File: src/rtl/demux_rr_dispatcher.sv
// -----------------------------------------------------------------------------
// demux_rr_dispatcher
//
// Sequencing controller for a 1-to-4 demux datapath. A single valid/ready input
// stream is split into bursts of BURST_LEN beats. Each burst goes to one output
// channel. Channels are visited in round-robin order, restricted to those
// enabled in ch_mask. One registered beat is held toward the selected channel.
//
// Ports:
//   clk        rising-edge clock
//   rst_n      synchronous active-low reset
//   en         dispatcher enable; dropping it ends the current burst early
//   ch_mask    per-channel eligibility, bit i = channel i
//   in_valid   input beat valid
//   in_data    input beat
//   in_ready   input accept (combinational)
//   out_ready  per-channel ready; only the selected channel's bit is used
//   out_valid  one-hot per-channel valid (registered)
//   out_data   shared output data (registered)
//   sel        demux select (registered)
//   busy       controller is not idle
// -----------------------------------------------------------------------------
module demux_rr_dispatcher #(
  parameter int DATA_W    = 8,
  parameter int BURST_LEN = 4
) (
  input  logic              clk,
  input  logic              rst_n,
  input  logic              en,
  input  logic [3:0]        ch_mask,
  input  logic              in_valid,
  input  logic [DATA_W-1:0] in_data,
  output logic              in_ready,
  input  logic [3:0]        out_ready,
  output logic [3:0]        out_valid,
  output logic [DATA_W-1:0] out_data,
  output logic [1:0]        sel,
  output logic              busy
);

  localparam int CNT_W = $clog2(BURST_LEN) + 1;
  localparam logic [CNT_W-1:0] LAST_BEAT = CNT_W'(BURST_LEN - 1);

  typedef enum logic [1:0] {
    IDLE  = 2'd0,
    ARB   = 2'd1,
    SEND  = 2'd2,
    DRAIN = 2'd3
  } state_t;

  state_t              state_q, state_d;
  logic [1:0]          sel_q, sel_d;
  logic [3:0]          out_valid_q, out_valid_d;
  logic [DATA_W-1:0]   out_data_q, out_data_d;
  logic [CNT_W-1:0]    beat_cnt_q, beat_cnt_d;

  logic hold;
  logic sel_ready;
  logic out_xfer;
  logic in_xfer;
  logic can_arb;

  // Round-robin pick: the first enabled channel searching cur+1, cur+2,
  // cur+3, cur. Iterating from the farthest candidate down lets the nearest
  // one overwrite the result. Callers guarantee mask is non-zero.
  function automatic logic [1:0] rr_pick(input logic [1:0] cur,
                                         input logic [3:0] mask);
    logic [1:0] pick;
    logic [1:0] cand;
    pick = cur;
    for (int i = 4; i >= 1; i--) begin
      cand = cur + 2'(i);
      if (mask[cand]) pick = cand;
    end
    return pick;
  endfunction

  assign hold      = |out_valid_q;
  assign sel_ready = out_ready[sel_q];
  assign out_xfer  = hold & sel_ready;
  assign in_ready  = (state_q == SEND) & (~hold | sel_ready);
  assign in_xfer   = in_valid & in_ready;
  assign can_arb   = en & (|ch_mask);

  always_comb begin
    state_d     = state_q;
    sel_d       = sel_q;
    beat_cnt_d  = beat_cnt_q;
    out_valid_d = out_valid_q;
    out_data_d  = out_data_q;

    // A new beat replaces the held one (which leaves in the same cycle when
    // both transfer), so the valid stays up for back-to-back streaming.
    if (in_xfer) begin
      out_valid_d = 4'b0001 << sel_q;
      out_data_d  = in_data;
    end else if (out_xfer) begin
      out_valid_d = 4'b0000;
    end

    case (state_q)
      IDLE: begin
        if (can_arb) state_d = ARB;
      end
      ARB: begin
        if (can_arb) begin
          sel_d      = rr_pick(sel_q, ch_mask);
          beat_cnt_d = '0;
          state_d    = SEND;
        end else begin
          state_d = IDLE;
        end
      end
      SEND: begin
        if (in_xfer) begin
          if (beat_cnt_q == LAST_BEAT) begin
            beat_cnt_d = '0;
            state_d    = DRAIN;
          end else begin
            beat_cnt_d = beat_cnt_q + 1'b1;
          end
        end else if (!en) begin
          state_d = DRAIN;
        end
      end
      DRAIN: begin
        // sel must not move while a beat is still held for the channel.
        if (!hold || out_xfer) state_d = can_arb ? ARB : IDLE;
      end
      default: state_d = IDLE;
    endcase
  end

  always_ff @(posedge clk) begin
    if (!rst_n) begin
      state_q     <= IDLE;
      sel_q       <= 2'b11;
      out_valid_q <= 4'b0000;
      out_data_q  <= '0;
      beat_cnt_q  <= '0;
    end else begin
      state_q     <= state_d;
      sel_q       <= sel_d;
      out_valid_q <= out_valid_d;
      out_data_q  <= out_data_d;
      beat_cnt_q  <= beat_cnt_d;
    end
  end

  assign out_valid = out_valid_q;
  assign out_data  = out_data_q;
  assign sel       = sel_q;
  assign busy      = (state_q != IDLE);

endmodule

File: config.mk
export PLATFORM = sky130hd
export DESIGN_NAME = demux_rr_dispatcher
export DESIGN_NICKNAME = d
export VERILOG_FILES = /design/src/rtl/demux_rr_dispatcher.sv
export SDC_FILE = /design/constraint.sdc
export NUM_CORES = 1
export LEC_CHECK = 0
export BUFFER_PORTS_ARGS = -buffer_cell sky130_fd_sc_hd__buf_2
export CORE_MARGIN = 3
export CORE_UTILIZATION = 35
export CTS_BUF_LIST = sky130_fd_sc_hd__clkbuf_4 sky130_fd_sc_hd__clkbuf_8
export DETAILED_ROUTE_END_ITERATION = 10
export MAX_ROUTING_LAYER = met4
export PLACE_DENSITY = 0.58
export SLEW_MARGIN = 0
export SYNTH_ARGS = -nofsm -noshare
export SYNTH_HDL_FRONTEND = slang
export SYNTH_SLANG_ARGS = --single-unit
export TNS_END_PERCENT = 100
File: constraint.sdc
create_clock -name clk -period 3.2 [get_ports clk]
set_clock_uncertainty 0.1 [all_clocks]
set_input_delay 0.64 -clock clk [delete_from_list [all_inputs] [get_ports clk]]
set_output_delay 0.64 -clock clk [all_outputs]
set_load 0.05 [all_outputs]
# --- Word level (Yosys, flattened, before mapping) ---
# Index checks and enable logic that the tools add are counted.
totals:
  elab_cells: 67
  rom_bits: 0
  latchBits: 0
  regBits: 19
  input_bits: 20
  mem_count: 0
  output_inout_bits: 16
  mem_bits_rw: 0
classes:
  addsub: 4
  n_eq_ne: 10
  div: 0
  multipliers: 0
  n_reduce_logical: 12
  shift: 1
  order_cmp: 4
  bitwise: 6
  muxes: 25
ops:
  columns: ["cell", "count"]
  rows:
  - ["two-way mux 2 bit", 9]
  - ["less-than comparator 2 x 3 -> 1 bit (second input constant)", 4]
  - ["two-way mux 3 bit", 3]
  - ["binary-select mux 1 bit (select 2 bit)", 4]
  - ["two-way mux 4 bit", 2]
  - ["inequality test 2 bit (second input constant)", 4]
  - ["case mux 2 bit (4 select lines)", 1]
  - ["OR reduction 4 bit", 2]
  - ["case mux 3 bit (2 select lines)", 1]
  - ["AND reduction 3 bit", 2]
  - ["nonzero test 2 bit", 3]
  - ["two-way mux 1 bit", 5]
  - ["adder 2 bit (second input constant)", 2]
  - ["AND 1 bit", 4]
  - ["== test 2 bit (second input constant)", 2]
  - ["AND reduction 4 bit", 1]
  - ["left shift 1 x 2 -> 4 bit (first input constant)", 1]
  - ["adder 3 x 1 -> 3 bit (second input constant)", 1]
  - ["== test 3 x 2 -> 1 bit (second input constant)", 1]
  - ["inequality test 3 x 2 -> 1 bit (second input constant)", 1]
  - ["inequality test 3 bit (second input constant)", 1]
  - ["nonzero test 3 bit", 1]
  - ["adder 2 x 1 -> 2 bit (second input constant)", 1]
  - ["== test 2 x 1 -> 1 bit (second input constant)", 1]
  - ["5 further kinds", 5]

# --- Depth between registers and ports, before layout ---
# Gate-level depths: netlist of the first run.
depth:
  depth_word: 7
  depth_mapped: 8

# --- Worst setup path before layout of the first run ---
# No wires, ideal clock.
synth_path:
  path_kind: "register -> output"
  start: "register sel_q[0] (netlist: sel[0])"
  end: "output in_ready"
  slack_ns: 0.651
  arrival_time_ns: 1.809
  required_ns: 2.460
  path_stages_with_launch: 5
  n_path_buf: 1
  path_cell_list: "dfxtp_1 -> buf_6 -> mux4_2 -> nor2_1 -> nor2_1"
synth_between:
  elab_chain_len: 4
synth_lines:
  columns: ["element", "line", "text"]
  rows:
  - ["start: declaration", "52", "logic [1:0] sel_q, sel_d;"]
  - ["start signal: assignment", "143", "sel_q <= sel_d;"]
  - ["binary-select mux 1 bit (select 2 bit)", "79", "assign sel_ready = out_ready[sel_q];"]
  - ["two-way mux 1 bit (implied by the code)", "79", null]
  - ["bitwise OR 1 bit", "81", "assign in_ready = (state_q == SEND) & (~hold | sel_ready);"]
  - ["AND 1 bit", "81", null]
  - ["end: declaration", "33", "output logic in_ready,"]
# No other way between the ends. The select of a mux whose other input is x is not followed.

# --- Worst setup path in the final report of the first run ---
# Same ends and word-level chain as after synthesis.

==> results of run 1 <==
[flip-flops by register name, summed over array words and instances, names as in the netlist, named ones only]
| register | cells |
|---|---|
| state_q | 1 |
| out_valid | 4 |
| out_data | 8 |
| beat_cnt_q | 3 |
| sel | 2 |
[per-layer routing]
metal,track usage (%),vias up,wire length (um),share of wire [%]
met2,22.5,20,1340,51
met1,16.1,490,1170,44
li1,-,532,-,-
met5,-,-,0,0
met4,1.55,0,6,0.23
met3,4.44,2,117,4.4
[cells in the final DEF (no fill, tap or decap), types with 2 or more instances in the layout]
master / n
nor3_1: 4
nor2b_1: 13
inv_1: 9
a21oi_1: 2
ha_1: 9
o41ai_1: 2
and2_1: 3
a211oi_1: 3
nand2b_1: 2
nand2_1: 6
o211ai_1: 2
mux4_1: 2
nor2_1: 7
o311ai_1: 2
dfxtp_1: 19
a22oi_1: 4
o21ai_0: 2
buf_2: 35
clkbuf_4: 4
nand3_1: 3
mux2i_1: 9
[kinds of logic (layout without fill, tap and decap cells)]
family / after synthesis / count (layout) / synth area share, %
muxes: 14 / 14 / 15.5
buffers and inverters: 14 / 48 / 5.57
xor gates and xnor gates: 1 / 1 / 0.709
and+or+nand+nor: 43 / 43 / 20.7
DFF: 19 / 19 / 30.8
adders and majority gates: 9 / 9 / 9.11
AOI/OAI and AO/OA: 27 / 27 / 17.6
[where the power goes]
part	leakage (uW)	internal, uW	total (uW)	switching [uW]
Sequential	0.000154	251	280	29.1
Combinational	0.000467	105	272	167
Clock	0.0000184	56.9	124	67.1
[cell type report]
class / count / area (um2) / share of cell area, %
clock buffer: 4 / 30.0 / 2.05
sequential: 19 / 380 / 26.0
inverter: 9 / 33.8 / 2.31
multi-input combinational: 94 / 787 / 53.9
timing repair buffer: 35 / 175 / 12.0
tap: 44 / 55.1 / 3.77
[path summary, 6_finish.rpt]
path                               startpoint             to  slack (ns)  depth (start not counted)
worst max-delay path                   sel[0]       in_ready        0.55                          4
worst min register to register  beat_cnt_q[2]  beat_cnt_q[2]        0.35                          2
worst min-delay path            beat_cnt_q[2]  beat_cnt_q[2]        0.35                          2
worst max register to register         sel[0]         sel[0]        0.92                          7
[critical path, cell delays in order (launching register included)]
cell     delay, ns
dfxtp_1       0.66
mux4_2        0.60
nor2_1        0.11
nor2_1        0.04
buf_2         0.20
[metrics by stage]
stage | power (uW) | util (%)
final | 676 | 45.6
after global routing | 730 | 45.6
after CTS | 687 | 45.6
after detailed placement | 557 | 44.7
after global placement | 551 | 44.7
after floorplan | 497 | -
==> run_results.csv, run 1 <==
group,metric,value,unit
status,run_status,"finished, final reports clean",
clock_tree,clkSinkCount,19,
final_layout,stdcell_count,205,
logic_synthesis,synthesis.area,0.00124,mm2
sta,setup_viol,0,
critical_path,start_kind,"register",
sta,slew_viol_final,0,
sta,finalCritPeriodShare,82.9,%
power_and_ir_drop,leakagePower,0.000639,uW
final_layout,stdcell_area,0.00146,mm2
clock_tree,cts_tree,"done",
placement,dp_hpwl,2.05,mm
logic_synthesis,yosysWarnings,0,
critical_path,cp.arrival,1.91,ns
final_layout,syn_to_final_growth,18.2,%
sta,period_minus_slack,2.65,ns
floorplanning,rows,20,
critical_path,worstPathRequired,2.46,ns
clock_tree,clkTransAtPathRegs,0.10,ns
flow_run,max_cap_violations,0,
grt,first_global_vias,993,
floorplanning,die_area,0.00428,mm2
final_layout,fillers,342,
drt,drtPass1Iterations,4,
logic_synthesis,ys_ff_latch,19,
final_layout,drive_gt1_share,29.2,%
grt,antenna_found_initial,0,
clock_tree,h-tree-depth,1,
logic_synthesis,yosys-top-cells-area,"dfxtp_1 31%, ha_1 9.1%, mux2i_1 7.3%",
drt,first_iter_violations,52,
grt,track_usage,13.4,%
placement,placed_cell_area,0.00143,mm2
sta,fmax,377,MHz
critical_path,path_class,"register to primary output",
sta,tns,0,ns
placement,gp_congestion,0.775,
clock_tree,clock_latency,0.29,ns
drt,drc,0,
floorplanning,coreArea,0.00320,mm2
logic_synthesis,synth_nets,156,
clock_tree,cts-root-buf,"clkbuf_4",
sta,timing.final.ws_setup,0.546,ns
logic_synthesis,synth_top_area_share,30.8,%
grt,grt_pass1_wl,4.43,mm
sta,rsz0062_at_grt,"no",
floorplanning,start_util,38.6,%
logic_synthesis,async_reset_ff_share,0,%
power_and_ir_drop,ir_worst_vdd,0.242,mV
logic_synthesis,synth_edf_count,0,
placement,pre_cts_ws,0.849,ns
placement,place_inst,201,
final_layout,nets,191,
logic_synthesis,netlist_instances,127,
clock_tree,cts_setup_buffers,0,
clock_tree,cts_inserted_buffers,3,
logic_synthesis,post_synth.cell_area_avg,9.73,um2
logic_synthesis,synthFlopType,"dfxtp_1",
clock_tree,cts.path.max_buffers,2,
logic_synthesis,synth_area_leader_cell,"dfxtp_1",
grt,grt_max_degree,22,
floorplanning,ios,36,
grt,grt_overflow,0,
sta,max_slew_margin,65.0,%
power_and_ir_drop,powerDensity,463,mW/mm2
logic_synthesis,synth_common_cells,"19 x dfxtp_1, 13 x nor2b_1, 9 x ha_1, 9 x inv_1, 9 x mux2i_1",
drt,vias_per_cell,5.09,
logic_synthesis,netlist-cell-type-count,41,
sta,whs,0.351,ns
drt,drtAntennaViolNets,0,
min_path,hold_class,"register to register",
sta,tightest_slew,0.525,ns
sta,finalHoldViolCount,0,
clock_tree,cts_hold_buf,0,
floorplanning,die_w,65.4,um
logic_synthesis,synth_most_common_cell,"dfxtp_1",
drt,vias,1044,
drt,routed_wl,2.63,mm
final_layout,antennaDiodeCount,0,
drt,routedWlPerCell,12.8,um
floorplanning,dieHeight,65.4,um
critical_path,cp-end-kind,"primary output",
logic_synthesis,seq_area_frac_synth,30.8,%
clock_tree,cts-resized-gates,0,
placement,io_buffers,35,
critical_path,crit_path_max_fanout,13,
(Power assumes the default switching activity.)
==> run 2: changes to the inputs <==
clock period = 2.5 ns   (was 3.2 ns; I/O delays follow)
==> run 2 against run 1 <==
Non-clock buffer count up 2; worst setup slack lost 0.39 ns; highest routed layer unchanged; largest cell class unchanged; count of clock-buffer cells in the layout unchanged; power is 30% higher; hold slack got worse by 0.0017 ns; combinational power rose by 35%; critical path type unchanged; utilization up 0.47 points; die area unchanged; clock power rose by 32%; flip-flop and latch count unchanged; global-route usage fell by 0.084 points; register-to-register slack got worse by 0.56 ns.
==> run_results.csv, run 2 (synthesis results as in run 1) <==
group,metric,value,unit
flow_run,max_cap_violations,0,
critical_path,cpMaxStageDelayCell,"mux4_2",
min_path,hold_class,"register to register",
critical_path,r2r_slack,0.36,ns
clock_tree,cts-root-buf,"clkbuf_4",
sta,timing.final.ws_setup,0.156,ns
floorplanning,rows,20,
drt,drc,0,
floorplanning,dieHeight,65.4,um
sta,finalCritPeriodShare,93.7,%
floorplanning,die_w,65.4,um
final_layout,largest_reg_flops,8,
clock_tree,h-tree-depth,1,
grt,antenna_found_initial,0,
critical_path,path_class,"register to primary output",
final_layout,layout_commonest_cell,"buf_2",
final_layout,syn_to_final_growth,19.4,%
floorplanning,start_util,38.6,%
power_and_ir_drop,powerDensity,595,mW/mm2
critical_path,crit_path_max_fanout,8,
status,run_status,"finished, final reports clean",
placement,gp_congestion,0.810,
clock_tree,clkSinkCount,19,
floorplanning,die_area,0.00428,mm2
critical_path,worstPathRequired,1.90,ns
sta,slew_viol_final,0,
power_and_ir_drop,power,878,uW
critical_path,cp-end-kind,"primary output",
final_layout,drive_gt1_share,30.1,%
critical_path,startpoint,"sel[0]",
placement,place_inst,203,
drt,first_iter_violations,23,
clock_tree,clkTransAtPathRegs,0.10,ns
grt,first_global_vias,991,
clock_tree,clock_latency,0.29,ns
sta,setup_viol,0,
critical_path,crit_chain,"mux4_2 -> nor2_1 -> nor2_1 -> buf_2",
drt,drtPass1Iterations,4,
clock_tree,cts_inserted_buffers,3,
clock_tree,cts.path.max_buffers,2,
clock_tree,cts_setup_buffers,0,
final_layout,fillers,354,
clock_tree,cts_hold_buf,0,
critical_path,reg2reg_depth,6,
critical_path,slowest_delay,0.58,ns
drt,routed_wl,2.67,mm
sta,tightest_slew,0.431,ns
grt,grt_max_degree,22,
grt,grt_pass1_wl,4.35,mm
floorplanning,ios,36,
placement,io_buffers,35,
power_and_ir_drop,leakagePower,0.000648,uW
critical_path,setup.worst_path.end,"in_ready",
power_and_ir_drop,ir_worst_vdd,0.264,mV
critical_path,start_kind,"register",
drt,routedWlPerCell,12.9,um
clock_tree,cts_tree,"done",
sta,finalHoldViolCount,0,
critical_path,cp.arrival,1.74,ns
drt,drtAntennaViolNets,0,
grt,grt_overflow,0,
final_layout,nets,193,
drt,vias_per_cell,5.12,
final_layout,antennaDiodeCount,0,
sta,max_slew_margin,71.0,%
final_layout,layout_common_cells,"35 x buf_2, 19 x dfxtp_1, 13 x nor2b_1",
placement,pre_cts_ws,0.386,ns
critical_path,worstReg2RegStart,"sel[0]",
grt,track_usage,13.3,%
sta,tns,0,ns
placement,dp_hpwl,2.14,mm
sta,fmax,427,MHz
critical_path,crit_top_cell,"nor2_1",
drt,vias,1060,
final_layout,stdcell_count,207,
sta,rsz0062_at_grt,"no",
clock_tree,cts-resized-gates,0,
floorplanning,coreArea,0.00320,mm2
sta,period_minus_slack,2.34,ns
-- run 2: critical path: cells and delay by family (launching register included) --
| kind | cells | cell delay, ns |
|---|---|---|
| buffers and inverters | 1 | 0.21 |
| flip-flops | 1 | 0.51 |
| multiplexers | 1 | 0.58 |
| AND/OR/NAND/NOR | 2 | 0.14 |
-- run 2: worst min-delay path by stage --
| stage | start | end | slack, ns | cells past startpoint |
|---|---|---|---|---|
| after floorplan | beat_cnt_q[2] | beat_cnt_q[2] | 0.32 | 2 |
| after global placement | beat_cnt_q[2] | beat_cnt_q[2] | 0.33 | 2 |
| after detailed placement | beat_cnt_q[2] | beat_cnt_q[2] | 0.33 | 2 |
| after CTS | beat_cnt_q[2] | beat_cnt_q[2] | 0.35 | 2 |
| after global routing | in_data[6] | out_data[6] | 0.35 | 3 |
| final | beat_cnt_q[2] | beat_cnt_q[2] | 0.35 | 2 |
-- run 2: cell type report --
class / instances / area, um2 / share of cell area [%]
timing repair buffer: 37 / 190 / 12.9
clock buffer: 4 / 30.0 / 2.03
multi-input combinational: 94 / 787 / 53.3
sequential: 19 / 380 / 25.8
tap: 44 / 55.1 / 3.73
inverter: 9 / 33.8 / 2.29
-- run 2: per-layer routing --
layer  GRT usage, %  wire (um)
met5              -          0
met4           4.40         31
met3           4.10        114
met2           20.6       1280
met1           16.5       1240
-- run 2: report_power, final --
part | internal (uW) | leakage [uW] | switching, uW | total (uW)
combinational | 141 | 0.000476 | 224 | 366
sequential | 321 | 0.000154 | 26.9 | 348
clock | 72.9 | 0.0000184 | 91.3 | 164
-- run 2: stage by stage --
stage	cell area, um2	hold WS (ns)	util (%)
after detailed placement	1450	0.330	45.2
after global placement	1450	0.331	45.2
after floorplan	1240	0.320	-
final	1480	0.350	46.1
after CTS	1480	0.347	46.1
after global routing	1480	0.354	46.1
